==> src/rtl/fir_pipe_ctrl.sv <==
// Sequencer for the pipelined FIR datapath: coefficient load, datapath clear,
// then clock-enable gating of the delay line with output valid and backpressure.
module fir_pipe_ctrl #(
  parameter  int unsigned TAPS     = 8,
  parameter  int unsigned PIPE_LAT = 4,
  parameter  int unsigned COEF_W   = 16,
  localparam int unsigned AW       = $clog2(TAPS)
) (
  input  logic              clk,
  input  logic              rst,
  input  logic              coef_load,
  input  logic              coef_vld,
  input  logic [COEF_W-1:0] coef_in,
  input  logic              in_valid,
  output logic              in_ready,
  output logic              out_valid,
  input  logic              out_ready,
  output logic              pipe_en,
  output logic              pipe_clr,
  output logic              coef_we,
  output logic [AW-1:0]     coef_addr,
  output logic [COEF_W-1:0] coef_wdata,
  output logic              busy
);

  localparam logic [1:0] S_IDLE  = 2'd0;
  localparam logic [1:0] S_LOAD  = 2'd1;
  localparam logic [1:0] S_CLEAR = 2'd2;
  localparam logic [1:0] S_RUN   = 2'd3;

  // fill_cnt saturates at PIPE_LAT, so it needs room for that value itself
  localparam int unsigned FW        = $clog2(PIPE_LAT + 1);
  localparam logic [FW-1:0] FILL_MAX  = FW'(PIPE_LAT);
  localparam logic [FW-1:0] FILL_THR  = FW'(PIPE_LAT - 1);
  localparam logic [AW-1:0] LAST_ADDR = AW'(TAPS - 1);

  logic [1:0]    state_q, state_d;
  logic [AW-1:0] load_cnt_q, load_cnt_d;
  logic [FW-1:0] fill_q, fill_d;
  logic          out_valid_q, out_valid_d;
  logic          run_rdy;
  logic          accept;

  // State and counter registers
  always_ff @(posedge clk or posedge rst) begin
    if (rst) begin
      state_q     <= S_IDLE;
      load_cnt_q  <= '0;
      fill_q      <= '0;
      out_valid_q <= 1'b0;
    end else begin
      state_q     <= state_d;
      load_cnt_q  <= load_cnt_d;
      fill_q      <= fill_d;
      out_valid_q <= out_valid_d;
    end
  end

  // Next-state, counter update and strobe decode
  always_comb begin
    state_d     = state_q;
    load_cnt_d  = load_cnt_q;
    fill_d      = fill_q;
    out_valid_d = out_valid_q;
    run_rdy     = 1'b0;
    accept      = 1'b0;
    pipe_clr    = 1'b0;
    coef_we     = 1'b0;
    coef_addr   = '0;
    coef_wdata  = '0;

    case (state_q)
      S_IDLE: begin
        if (coef_load) begin
          state_d     = S_LOAD;
          fill_d      = '0;
          out_valid_d = 1'b0;
        end
      end

      S_LOAD: begin
        coef_we    = coef_vld;
        coef_addr  = load_cnt_q;
        coef_wdata = coef_in;
        if (coef_vld) begin
          if (load_cnt_q == LAST_ADDR) begin
            load_cnt_d = '0;
            state_d    = S_CLEAR;
          end else begin
            load_cnt_d = load_cnt_q + AW'(1);
          end
        end
      end

      S_CLEAR: begin
        pipe_clr    = 1'b1;
        fill_d      = '0;
        out_valid_d = 1'b0;
        state_d     = S_RUN;
      end

      S_RUN: begin
        // A reload request blocks acceptance in the same cycle
        run_rdy = ~coef_load & (~out_valid_q | out_ready);
        accept  = in_valid & run_rdy;
        if (coef_load) begin
          state_d     = S_LOAD;
          fill_d      = '0;
          out_valid_d = 1'b0;
        end else if (accept) begin
          out_valid_d = (fill_q >= FILL_THR);
          fill_d      = (fill_q >= FILL_MAX) ? FILL_MAX : fill_q + FW'(1);
        end else if (out_valid_q & out_ready) begin
          out_valid_d = 1'b0;
        end
      end

      default: begin
        state_d = S_IDLE;
      end
    endcase
  end

  assign in_ready  = run_rdy;
  assign pipe_en   = accept;
  assign out_valid = out_valid_q;
  assign busy      = (state_q != S_RUN);

endmodule
==> config.mk <==
export PLATFORM = sky130hd
export DESIGN_NAME = fir_pipe_ctrl
export DESIGN_NICKNAME = d
export VERILOG_FILES = /design/src/rtl/fir_pipe_ctrl.sv
export SDC_FILE = /design/constraint.sdc
export NUM_CORES = 1
export LEC_CHECK = 0
export BUFFER_PORTS_ARGS = -buffer_cell sky130_fd_sc_hd__buf_2
export CAP_MARGIN = 10
export CORE_MARGIN = 2
export CORE_UTILIZATION = 40
export DETAILED_ROUTE_END_ITERATION = 12
export PLACE_DENSITY_LB_ADDON = 0.2
export SETUP_SLACK_MARGIN = 0.05
export SYNTH_ARGS = -nofsm -noshare
export SYNTH_HDL_FRONTEND = slang
export SYNTH_SLANG_ARGS = --single-unit
==> constraint.sdc <==
create_clock -name clk -period 1.9 [get_ports clk]
set_clock_uncertainty 0.05 [all_clocks]
set_input_delay 0.19 -clock clk [delete_from_list [all_inputs] [get_ports clk]]
set_output_delay 0.19 -clock clk [all_outputs]
set_load 0.01 [all_outputs]
---- Word level (Yosys, flattened, before mapping) ----
Cells that the tools add are included.
storage, ports and cells
  register bits after elaboration ......... 9
  output and inout bits ................... 25
  logic and storage cells ................. 53
operators by class
  $add $sub $neg .......................... 2
  $lt $le $gt $ge ......................... 2
  equal/unequal tests ..................... 11
  multiplexer cells ....................... 21
  bitwise logic cells ..................... 6
  reduce and logical (&&, ||, !) cells .... 7
operators by type and width
  operator               count
  $mux W3                6
  $mux W16               1
  $pmux W3 S3            1
  $reduce_and A3 Y1      3
  $mux W1                8
  $ne A2 B2 Y1 const B   4
  $add A3 B1 Y3 const B  2
  $mux W2                3
  $pmux W2 S3            1
  $eq A2 B2 Y1 const B   2
  $ne A4 B4 Y1 const B   1
  $and A1 B1 Y1          3
  $eq A3 B3 Y1 const B   1
  $ge A3 B2 Y1 const B   1
  $ge A3 B3 Y1 const B   1
  $ne A3 B3 Y1 const B   1
  $pmux W1 S3            1
  $reduce_bool A3 Y1     1
  $eq A2 B1 Y1 const B   1
  $logic_not A2 Y1       1
  $ne A2 B1 Y1 const B   1
  $not A1 Y1             2
  $reduce_and A2 Y1      1
  $reduce_or A2 Y1       1
  $or A1 B1 Y1           1

---- Depth between registers and ports, before layout ----
  depth after elaboration ................. 7
  depth in mapped cells ................... 6
  depth with buffers taken out ............ 6

---- Worst setup path before layout ----
No wires, ideal clock.
  kind .................................... reg-to-reg
  from .................................... register state_q[0]
  to ...................................... register fill_q[0]
  arrival ................................. 1,348 ps
  data required time ...................... 1,774 ps
  setup slack ............................. 425 ps
  cell stages (with the launch flop) ...... 6
  clock period less this slack ............ 1,475 ps
  path through ............................ dfrtp_1 inv_1 ha_1 nor2_1 or4b_4 o21ai_1
between the ends
  word-level cells in the longest chain between the ends .. 3
  elaborated cells on any way between the ends .. 8
  those cells by class .................... eq/ne: 4; mux: 1; reduce/logical: 3
RTL lines
  element                                           RTL line  RTL
  from (decl)                                       37        logic [1:0] state_q, state_d;
  from (signal assigned)                            52        state_q <= state_d;
  $eq A2 B2 Y1 or $logic_not A2 Y1 (tied branches)  72        case (state_q)
  $ne A3 B3 Y1 (no line) (tied with other cells)    --
  $reduce_and A3 Y1 (no line)                       --
  to (signal assigned)                              54        fill_q <= fill_d;
  to (decl)                                         39        logic [FW-1:0] fill_q, fill_d;
Several ways; a longest one is shown, not always the timed one.
A chain may end at the register's enable or synchronous reset.

---- Worst setup path after layout ----
  from .................................... register state_q[1]
  to ...................................... output coef_wdata[12]
between the ends
  word-level cells in the longest chain between the ends .. 2
RTL lines
  element       RTL line  RTL
  $eq A2 B1 Y1  72
  $mux W16      72
  to (decl)     22        output logic [COEF_W-1:0] coef_wdata,
No other way between the ends.

==> flow_summary.toml <==
[floorplanning]
ios = 47
dieHeight_um = 46.6
die_area_um2 = 2170
start_util_pct = 42.5
dieWidth_um = 46.6
core_area_um2 = 1710
rows = 15

[setup_path]
worst_setup_path_start_kind = "flop"
critPathKind = "reg -> out"
rrSetupSlack_ns = 0.26
cp_max_fo = 13
cp-end-kind = "output pin"
reg2reg_depth = 5
cp.arrival_ns = 1.47
cp_data_required_time_ns = 1.66
crit_start = "state_q[1]"
r2r_end = "fill_q[0]"
r2r_start = "state_q[0]"
crit_end = "coef_wdata[12]"

[sta]
fmax_mhz = 583
post-route-min-period_ns = 1.71
final-hold-violation-count = 0
rsz0062_at_grt = "no"
min_period_over_period_pct = 90.2
setup_slack_ns = 0.186
tns_ns = 0
finalSetupViolCount = 0
slew_headroom_pct = 76.0
tightest_slew_ns = 0.359
slew_violations = 0

[global_route]
grt_pass1_wl_um = 2360
antenna_found_initial = 0
grt_pass1_vias = 574
grt_max_degree = 14
grt_overflow = 0
track_usage_pct = 15.3

[power_and_ir_drop]
total_power_mw = 1.18
power_frac_comb_pct = 61.3
power_frac_seq_pct = 26.3
sw_frac_of_total_pct = 42.4
p_sw_uw = 500
peakVddDrop_mv = 0.663
p_int_uw = 678
power_per_cell_area_nw_per_um2 = 1150
leakage_nw = 0.607
clkPwrFrac_pct = 12.4

[clock_tree]
clk_path_buf_depth = 2
cts.sink_count = 9
cts_tree = "done"
cts_buffers = 3
insertion_delay_ns = 0.25
path_clk_slew_ns = 0.07
clockRootBuffer = "clkbuf_4"
h-tree-depth = 1

[finish]
synthToLayoutAreaGrowth_pct = 41.4
fill_cells = 164
fin_area_um2 = 1030
regArea_um2 = 225
post-route-util_pct = 60.1
final_common_cell = "buf_2"
most-common-layout-cells = "46 x buf_2, 19 x and2_1, 10 x inv_1, 9 x ha_1, 9 x dfrtp_1"
final_nets = 168
drive_gt1_share_pct = 41.5
diodes = 0
multi_input_area_um2 = 458

[drt]
dr_total_vias = 693
final_antenna_net_count = 0
drt_iter0_drc = 7
drt_pass1_iterations = 3
wl_um = 1520
viasPerCell = 4.33
drc = 0
wl_per_cell_um = 9.52

[logic_synthesis]
ys_warn_count = 0
syn_nets = 117
synth_cells = 85
yosysUniqueCellTypes = 22
ys_ff_latch = 9
ys_seq_area_share_pct = 31.0
syn-cell-area_um2 = 726
avgSynthCellArea_um2 = 8.54

[run]
cap_violations = 0

[placement]
pre_cts_ws_ns = 0.279
hpwl_um = 1250
dpl_cell_area_um2 = 987
port_buffers = 46
gp_congestion = 0.773

[hold_path]
whs_path_depth = 3
hold_path.class = "in -> reg"

[run_status]
outcome = "complete, no violations"
[synthesized netlist by cell type]
cell type | count | share of area (%)
a211oi_1 | 1 | 1.0
a21o_1 | 2 | 2.1
a21oi_1 | 2 | 1.4
a22o_1 | 1 | 1.2
a2bb2oi_1 | 1 | 1.2
and2_1 | 19 | 16
and2b_2 | 1 | 1.2
clkbuf_1 | 2 | 1.0
dfrtp_1 | 9 | 31
ha_1 | 10 | 17
inv_1 | 10 | 5.2
mux2_2 | 1 | 1.6
nand2_1 | 7 | 3.6
nand2b_1 | 1 | 0.86
nand2b_2 | 1 | 1.2
nand2b_4 | 1 | 1.9
nor2_1 | 4 | 2.1
nor3_1 | 2 | 1.4
o21ai_0 | 6 | 4.1
o21ai_1 | 2 | 1.4
o31ai_1 | 1 | 1.0
or4b_4 | 1 | 1.9
[per-layer routing]
metal,share of wire (%),GRT usage [%],up-vias
li1,-,-,374
met1,45,19.7,296
met2,49,24.2,21
met3,5.1,3.53,2
met4,0.92,6.86,0
met5,0,0,-
[power groups by stage]
stage | combinational (mW) | sequential (mW) | clock, mW
global route | 0.821 | 0.320 | 0.163
detailed placement | 0.723 | 0.314 | 0
finish | 0.722 | 0.310 | 0.146
CTS | 0.736 | 0.311 | 0.152
global placement | 0.705 | 0.311 | 0
floorplan | 0.484 | 0.300 | 0
[worst max-delay path, cell delays in order (launching register included)]
cell and delay [ns]:
dfrtp_1 0.41, inv_1 0.10, ha_2 0.29, buf_4 0.18
and2_1 0.12, buf_2 0.12
[worst min-delay path by stage]
stage	from	end	slack [ns]
after floorplan	rst	fill_q[0]	-0.03
after global placement	rst	load_cnt_q[0]	0.12
after detailed placement	rst	load_cnt_q[0]	0.13
after CTS	in_valid	out_valid	0.14
after global routing	in_valid	out_valid	0.17
final	in_valid	out_valid	0.15
[per-stage QoR]
stage	instances	hold slack [ns]
finish	160	0.147
global route	160	0.166
global placement	155	0.124
CTS	160	0.145
detailed placement	155	0.127
floorplan	85	-0.0321
[area by class of cell]
class,instances,share of cell area [%]
multi-input combinational,64,44.6
timing repair buffer,48,24.1
sequential,9,22.0
inverter,10,3.66
tap,25,3.05
clock buffer,4,2.56
[cells by family (layout without fill, tap and decap cells)]
group                      after synthesis  in the layout  synth area share (%)
and+or+nand+nor                         37             37                  30.5
DFF                                      9              9                  31.0
AOI/OAI and AO/OA                       16             16                  13.4
muxes                                    1              1                  1.55
adders and majority gates               10             10                  17.2
buffers and inverters                   12             62                  6.21
[what timing repair did]
action | CTS | global route
setup endpoints to repair | 8 | 0
setup buffers | 0 | 0
resized for setup | 1 | 0
hold endpoints to repair | 9 | 0
hold buffers | 1 | 0
[flip-flops by register name, indices dropped and copies added, names as in the netlist]
signal	cells
state_q	2
out_valid	1
fill_q	3
load_cnt_q	3
Power figures use the tool's default switching activity.
